**config.mk**
```make
export PLATFORM = sky130hd
export DESIGN_NAME = sram_page_walker
export DESIGN_NICKNAME = d
export VERILOG_FILES = /design/src/rtl/sram_page_walker.sv
export SDC_FILE = /design/constraint.sdc
export NUM_CORES = 1
export LEC_CHECK = 0
export BUFFER_PORTS_ARGS = -buffer_cell sky130_fd_sc_hd__buf_2
export CORE_AREA = 3 3 113 115
export CTS_CLUSTER_SIZE = 20
export DETAILED_ROUTE_END_ITERATION = 12
export DIE_AREA = 0 0 116 118
export PLACE_DENSITY = 0.63
export SLEW_MARGIN = 10
export SYNTH_ARGS = -nofsm -noshare
export SYNTH_HDL_FRONTEND = slang
export SYNTH_SLANG_ARGS = --single-unit
export TNS_END_PERCENT = 100
```
**constraint.sdc**
```tcl
create_clock -name clk -period 3.85 [get_ports clk]
set_input_delay 0.9625 -clock clk [delete_from_list [all_inputs] [get_ports clk]]
set_output_delay 0.9625 -clock clk [all_outputs]
set_load 0.02 [all_outputs]
```
**src/rtl/sram_page_walker.sv**
```systemverilog
// Read-side page-chain walker: follows jump-table links from a head page, presents
// each page (with its ECC byte) downstream, and emits a release pulse per consumed page.
module sram_page_walker #(
    parameter int ADDR_WIDTH = 11,
    parameter int MAX_PAGES  = 64
) (
    input  logic                  clk,
    input  logic                  rst,
    input  logic                  start,
    input  logic [ADDR_WIDTH-1:0] start_addr,
    input  logic [3:0]            start_port,
    output logic                  busy,
    output logic                  jt_rd_en,
    output logic [ADDR_WIDTH-1:0] jt_rd_addr,
    input  logic [15:0]           jt_dout,
    output logic                  ecc_rd_en,
    output logic [ADDR_WIDTH-1:0] ecc_rd_addr,
    input  logic [7:0]            ecc_dout,
    output logic                  page_valid,
    input  logic                  page_ready,
    output logic [ADDR_WIDTH-1:0] page_addr,
    output logic [7:0]            page_ecc,
    output logic                  page_last,
    output logic                  rd_op,
    output logic [3:0]            rd_port,
    output logic [ADDR_WIDTH-1:0] rd_addr,
    output logic                  done,
    output logic                  error,
    output logic [10:0]           pages_walked
);

    typedef enum logic [2:0] {IDLE, FETCH, CAPTURE, PRESENT, RELEASE} state_t;

    state_t                state;
    logic [ADDR_WIDTH-1:0] cur;
    logic [ADDR_WIDTH-1:0] nxt;
    logic [3:0]            port;
    logic [10:0]           cnt;
    logic [10:0]           cnt_inc;
    logic                  rsvd_unused;

    assign cnt_inc     = cnt + 11'd1;
    assign rsvd_unused = ^jt_dout[14:ADDR_WIDTH];

    // Jump table and ECC memory are always read together at the same page.
    assign ecc_rd_en   = jt_rd_en;
    assign ecc_rd_addr = jt_rd_addr;

    always_ff @(posedge clk) begin
        if (rst) begin
            state        <= IDLE;
            cur          <= '0;
            nxt          <= '0;
            port         <= '0;
            cnt          <= '0;
            busy         <= 1'b0;
            jt_rd_en     <= 1'b0;
            jt_rd_addr   <= '0;
            page_valid   <= 1'b0;
            page_addr    <= '0;
            page_ecc     <= '0;
            page_last    <= 1'b0;
            rd_op        <= 1'b0;
            rd_port      <= '0;
            rd_addr      <= '0;
            done         <= 1'b0;
            error        <= 1'b0;
            pages_walked <= '0;
        end else begin
            rd_op    <= 1'b0;
            done     <= 1'b0;
            error    <= 1'b0;
            jt_rd_en <= 1'b0;
            case (state)
                IDLE: begin
                    if (start) begin
                        cur          <= start_addr;
                        port         <= start_port;
                        cnt          <= '0;
                        pages_walked <= '0;
                        busy         <= 1'b1;
                        jt_rd_en     <= 1'b1;
                        jt_rd_addr   <= start_addr;
                        state        <= FETCH;
                    end
                end
                FETCH: state <= CAPTURE;
                CAPTURE: begin
                    nxt        <= jt_dout[ADDR_WIDTH-1:0];
                    page_last  <= jt_dout[15];
                    page_ecc   <= ecc_dout;
                    page_addr  <= cur;
                    page_valid <= 1'b1;
                    state      <= PRESENT;
                end
                PRESENT: begin
                    // Release outcome is decided at the handshake so the RELEASE cycle
                    // carries rd_op, done/error and the next page's fetch together.
                    if (page_ready) begin
                        page_valid <= 1'b0;
                        cnt        <= cnt_inc;
                        rd_op      <= 1'b1;
                        rd_addr    <= page_addr;
                        rd_port    <= port;
                        state      <= RELEASE;
                        if (page_last) begin
                            done         <= 1'b1;
                            pages_walked <= cnt_inc;
                        end else if (cnt_inc == 11'(MAX_PAGES)) begin
                            done         <= 1'b1;
                            error        <= 1'b1;
                            pages_walked <= cnt_inc;
                        end else begin
                            cur        <= nxt;
                            jt_rd_en   <= 1'b1;
                            jt_rd_addr <= nxt;
                        end
                    end
                end
                RELEASE: begin
                    if (done) begin
                        busy  <= 1'b0;
                        state <= IDLE;
                    end else begin
                        state <= CAPTURE;
                    end
                end
                default: state <= IDLE;
            endcase
        end
    end

endmodule

```
=== After elaboration in Yosys (flattened, before gate mapping) ===
Cells that the tools add are included.
W data, S select, Z words.

* Output and inout port bits: 75
* Word-level logic and storage cells: 75
* Register bits: 92

* Muxes and demuxes: 29
* Add/sub/neg operators: 1
* Bitwise gates (word level): 2
* Reductions and logical operators: 15
* Equal/unequal tests: 11

{| class="wikitable"
|+ Operator list
! operator !! count
|-
| $mux W11 || 9
|-
| $pmux W11 S2 || 3
|-
| $pmux W3 S5 || 1
|-
| $add A11 B1 Y11 const B || 1
|-
| $eq A11 B7 Y1 const B || 1
|-
| $mux W1 || 10
|-
| $ne A2 B2 Y1 const B || 5
|-
| $reduce_and A2 Y1 || 4
|-
| $eq A3 B2 Y1 const B || 2
|-
| $mux W3 || 2
|-
| $pmux W1 S2 || 3
|-
| $reduce_and A3 Y1 || 2
|-
| $reduce_bool A2 Y1 || 3
|-
| $reduce_and A5 Y1 || 1
|-
| $reduce_and A4 Y1 || 1
|-
| $reduce_or A4 Y1 || 1
|-
| $eq A3 B1 Y1 const B || 1
|-
| $eq A3 B3 Y1 const B || 1
|-
| $logic_not A3 Y1 || 1
|-
| $ne A3 B3 Y1 const B || 1
|-
| $reduce_or A3 Y1 || 1
|-
| $mux W2 || 1
|-
| $not A1 Y1 || 2
|-
| $reduce_or A2 Y1 || 1
|}

=== Logic depth before layout (Yosys ltp) ===
* Word-level depth: 6
* Mapped depth: 9

=== Worst setup path before layout ===
Ideal clock, no wire load.

* Path kind: in2reg
* Start point: input port start
* End point: register cur[0]
* Stages: 8
* Data arrival time: 2.343 ns
* Data required time: 3.764 ns
* Path slack: 1.421 ns
* Path buffers: 2
* Cells stage by stage: or3b_1 > clkbuf_1 > a21oi_4 > nand2_1 > a21oi_2 > buf_2 > nor2_1 > a211oi_1

* Word-level cells in the longest chain between the ends: 2

{| class="wikitable"
|+ Ends and longest elaborated chain
! what !! RTL line !! text
|-
| start: declaration || 9 || <nowiki>input logic start,</nowiki>
|-
| $ne A2 B2 Y1 (no source line) || - ||
|-
| $reduce_and A5 Y1 (no source line) || - ||
|-
| end signal: assignment || 77 || <nowiki>cur <= start_addr;</nowiki>
|-
| end signal: assignment || 114 || <nowiki>cur <= nxt;</nowiki>
|-
| end: declaration || 35 || <nowiki>logic [ADDR_WIDTH-1:0] cur;</nowiki>
|}

No other way between the ends.
A chain may end at the register's enable or synchronous reset.

=== Worst setup path in the final report ===
* Start point: register cnt[0]
* End point: register pages_walked[9]

* Word-level cells in the longest chain between the ends: 5
* Elaborated cells between the ends (all ways): 8

{| class="wikitable"
|+ Ends and longest elaborated chain
! what !! RTL line !! text
|-
| start: declaration || 38 || <nowiki>logic [10:0] cnt;</nowiki>
|-
| start signal: assignment || 101 || <nowiki>cnt <= cnt_inc;</nowiki>
|-
| $add A11 B1 Y11 (*) || 42 || <nowiki>assign cnt_inc = cnt + 11'd1;</nowiki>
|-
| parallel branches: the longest is 4 deep, another holds $eq A11 B7 Y1 || - ||
|-
| end signal: assignment || 108 || <nowiki>pages_walked <= cnt_inc;</nowiki>
|-
| end signal: assignment || 112 || <nowiki>pages_walked <= cnt_inc;</nowiki>
|-
| end: declaration || 29 || <nowiki>output logic [10:0] pages_walked</nowiki>
|}

Mark *: on every way between the ends. The select of a mux whose other input is x is not followed.

==> results.md <==
- Fill cells: 1228
- Synthesized flop and latch total: 92
- Nets: 581
- # resized after CTS: 0
- Die ar.: 0.0137 mm2
- Post-Syn Instances: 455
- Number of global-route vias before repair: 3118
- Final std cells w/o fill: 689
- Routed vias/inst: 4.85
- Overall Power: 2.19 mW
- Critical Path Sink Type: flip-flop
- Cell taking the most area after synthesis: dfxtp_1
- Yosys warnings: 0
- R2R Path Start: cnt[0]
- RSZ-0062 raised after global routing: no
- P_int: 1.61 mW
- Worst EP required: 4.13 ns
- Core area: 0.0119 mm2
- Yosys top cell area share: 48.5%
- DR WL/cell: 14.2 um
- Dpl hpwl: 6900 um
- WHS Path Cells: 2
- Clock sink count: 92
- Final period util: 65.8%
- Diodes inserted: 0
- FF-to-FF setup slack: 1.32 ns
- Initial antenna violation count: 0
- Clk root buf: clkbuf_16
- Combined area of the multi-input logic cells: 0.00170 mm2
- R2r worst-path depth: 7
- Gpl congestion: 0.934
- Io pins: 118
- Min Tclk post-route: 2.53 ns
- Clock power frac: 40.5%
- Sequential Power Share: 47.3%
- WP data arrival: 2.81 ns
- Clock skew: 0.00666 ns
- VDD IR-drop max: 0.000213 V
- Global-route total usage across every layer: 14.2%
- Startpoint Class: flip-flop
- CP max-delay cell: dfxtp_1
- Synth cell count leaders: 112 x nand2_1, 92 x dfxtp_1, 59 x a21oi_1, 32 x nor2_1, 23 x clkbuf_1
- Library cells used by synthesis: 49
- Clock-pin slew on the worst setup and hold paths: 0.06 ns
- Hold Crit Class: reg -> reg
- Most used flip-flop cell after synthesis: dfxtp_1
- Switching share of power: 26.5%
- Sequential area share after synthesis: 48.5%
- Worst skew pair latency: 0.34 ns
- Row Count: 40
- Post-Syn Area per Cell: 8.34 um2
- Max cap viols: 0
- CP Class: reg -> reg
- Most frequent CP cell: nand3_1
- CTS Hold Bufs: 0
- Cell with the most instances after synthesis: nand2_1
- Initial Utilization: 31.8%
- Synth top area cells: dfxtp_1 49%, nand2_1 11%, a21oi_1 7.8%
- Syn nets: 499
- Least-Margin Pin Slew: 1.18 ns
- CP Cell Sequence: ha_1, nand3_1, o21ai_0, nand3_1, a21o_4, o22ai_2, a22o_1
- Synthesis-to-finish area growth: 22.2%
- Initial drt markers: 237
- Status: finished, final reports clean
- Antenna-violating nets left: 0
- Largest net degree at the start of global routing: 39
- Port Buffers: 113
- Asr flop ratio synth: 0%
- Min Hold Slack: 0.450 ns
- HP Start: rd_addr[10]
- Psw: 0.580 mW
- H-tree lvl count: 3
- Setup Fix Bufs, Post-CTS: 0
- Grt ovf: 0
- Post-Syn Area: 0.00379 mm2
- Routed via count: 3341
- Final setup fails: 0
- Post-Place Cells: 673
- Pleak: 2.06 nW
- Critical Path Max Stage Delay: 0.53 ns
- First-pass GRT wire length: 15500 um
- Die Height: 118 um
- Hold Vio Cnt, Final: 0
- Slew headroom: 21.3%
- Cell Pwr Density: 471 mW/mm2
- Max Slew Vio Count: 0
- Total negative slack: 0 ns
- # DRC: 0
- Gate power share: 12.2%
- Register Area: 0.00184 mm2
- CTS buffer count: 9
- Share of layout cells above drive strength 1: 26.0%
- Worst setup path start: cnt[0]
- Post-synth EDFFs: 0
- Drt first pass iters: 4
- Die W: 116 um
- Fmax: 395 MHz
- CTS tree: built
- Max FO, Critical Path: 11
- Clock tree buffer depth: 2
- Post-Route WL: 9760 um
-- worst paths after layout --
| check | to |
|---|---|
| worst max-delay path | pages_walked[9] |
| worst min-delay path | rd_addr[10] |
| worst max register to register | pages_walked[9] |
| worst min register to register | rd_addr[10] |
-- cell families after synthesis --
group	count (synthesis)	share of synthesized area (%)
AND/OR/NAND/NOR	178	20.6
AO/OA/AOI/OAI	111	18.5
flip-flops	92	48.5
buffers and inverters	52	6.76
multiplexers	11	2.90
XOR/XNOR	10	2.31
adder cells (fa/ha/maj)	1	0.330
-- flip-flops by register name, indices dropped and copies added, names as in the netlist --
| name | cells |
|---|---|
| rd_port | 4 |
| cur | 11 |
| cnt | 11 |
| error | 1 |
| done | 1 |
| page_addr | 11 |
| nxt | 11 |
| state | 3 |
| rd_addr | 11 |
| page_ecc | 8 |
| port | 4 |
| busy | 1 |
| rd_op | 1 |
| pages_walked | 11 |
| ecc_rd_en | 1 |
| page_last | 1 |
| page_valid | 1 |
-- per-layer routing --
| layer | part of all wire (%) | global-route usage [%] |
|---|---|---|
| met2 | 47 | 22.0 |
| met1 | 46 | 18.5 |
| met5 | 0 | 0 |
| met3 | 4.8 | 2.78 |
| met4 | 2.9 | 7.54 |
-- layout by cell type, fill, tap and decap left out, types with 2 or more instances in the layout --
cell       instances
xnor2_1            5
clkinv_2           3
nand2_1          112
o21ai_0           13
buf_2            113
dfxtp_1           92
buf_4              3
mux2i_1           11
a22o_1             4
clkbuf_16          9
nor3_1             3
nor2_1            32
a21o_1             4
a211oi_1          12
inv_1              7
a21oi_1           59
o2bb2ai_1          7
nand4_1            2
xor2_1             5
and3_1             4
or3_1              2
and2_1             2
nand2b_1           2
nand3b_1           2
nand3_1            7
-- worst max-delay path: cells and delay by family, from the launching register on --
family                     cells  cell delay [ns]
and+or+nand+nor                2             0.31
AOI/OAI and AO/OA              4             1.21
adders and majority gates      1             0.43
DFF                            1             0.53
-- stage by stage --
| step | util [%] | setup WS [ns] | area, um2 |
|---|---|---|---|
| 2_1_floorplan | - | 1.42 | 3790 |
| 3_3_place_gp | 36.4 | 1.15 | 4340 |
| 3_5_place_dp | 36.4 | 1.09 | 4340 |
| 4_1_cts | 38.9 | 1.31 | 4640 |
| 5_1_grt | 38.9 | 0.989 | 4640 |
| 6_report | 38.9 | 1.32 | 4640 |
-- final cells by class --
type                    count  share of cell area [%]
clock buffers              10                    5.15
inverters                   7                   0.567
repair buffers            116                    12.7
well taps                 147                    3.97
multi-input cells         311                    36.6
clock inverters             6                    1.35
flip-flops and latches     92                    39.7
-- power groups by stage --
stage	registers, mW	logic [mW]	clock network (mW)
3_3_place_gp	1.05	0.267	0
4_1_cts	1.03	0.269	0.914
5_1_grt	1.04	0.294	0.943
6_report	1.03	0.266	0.885
3_5_place_dp	1.06	0.269	0
2_1_floorplan	1.07	0.172	0
Power figures use the tool's default switching activity.
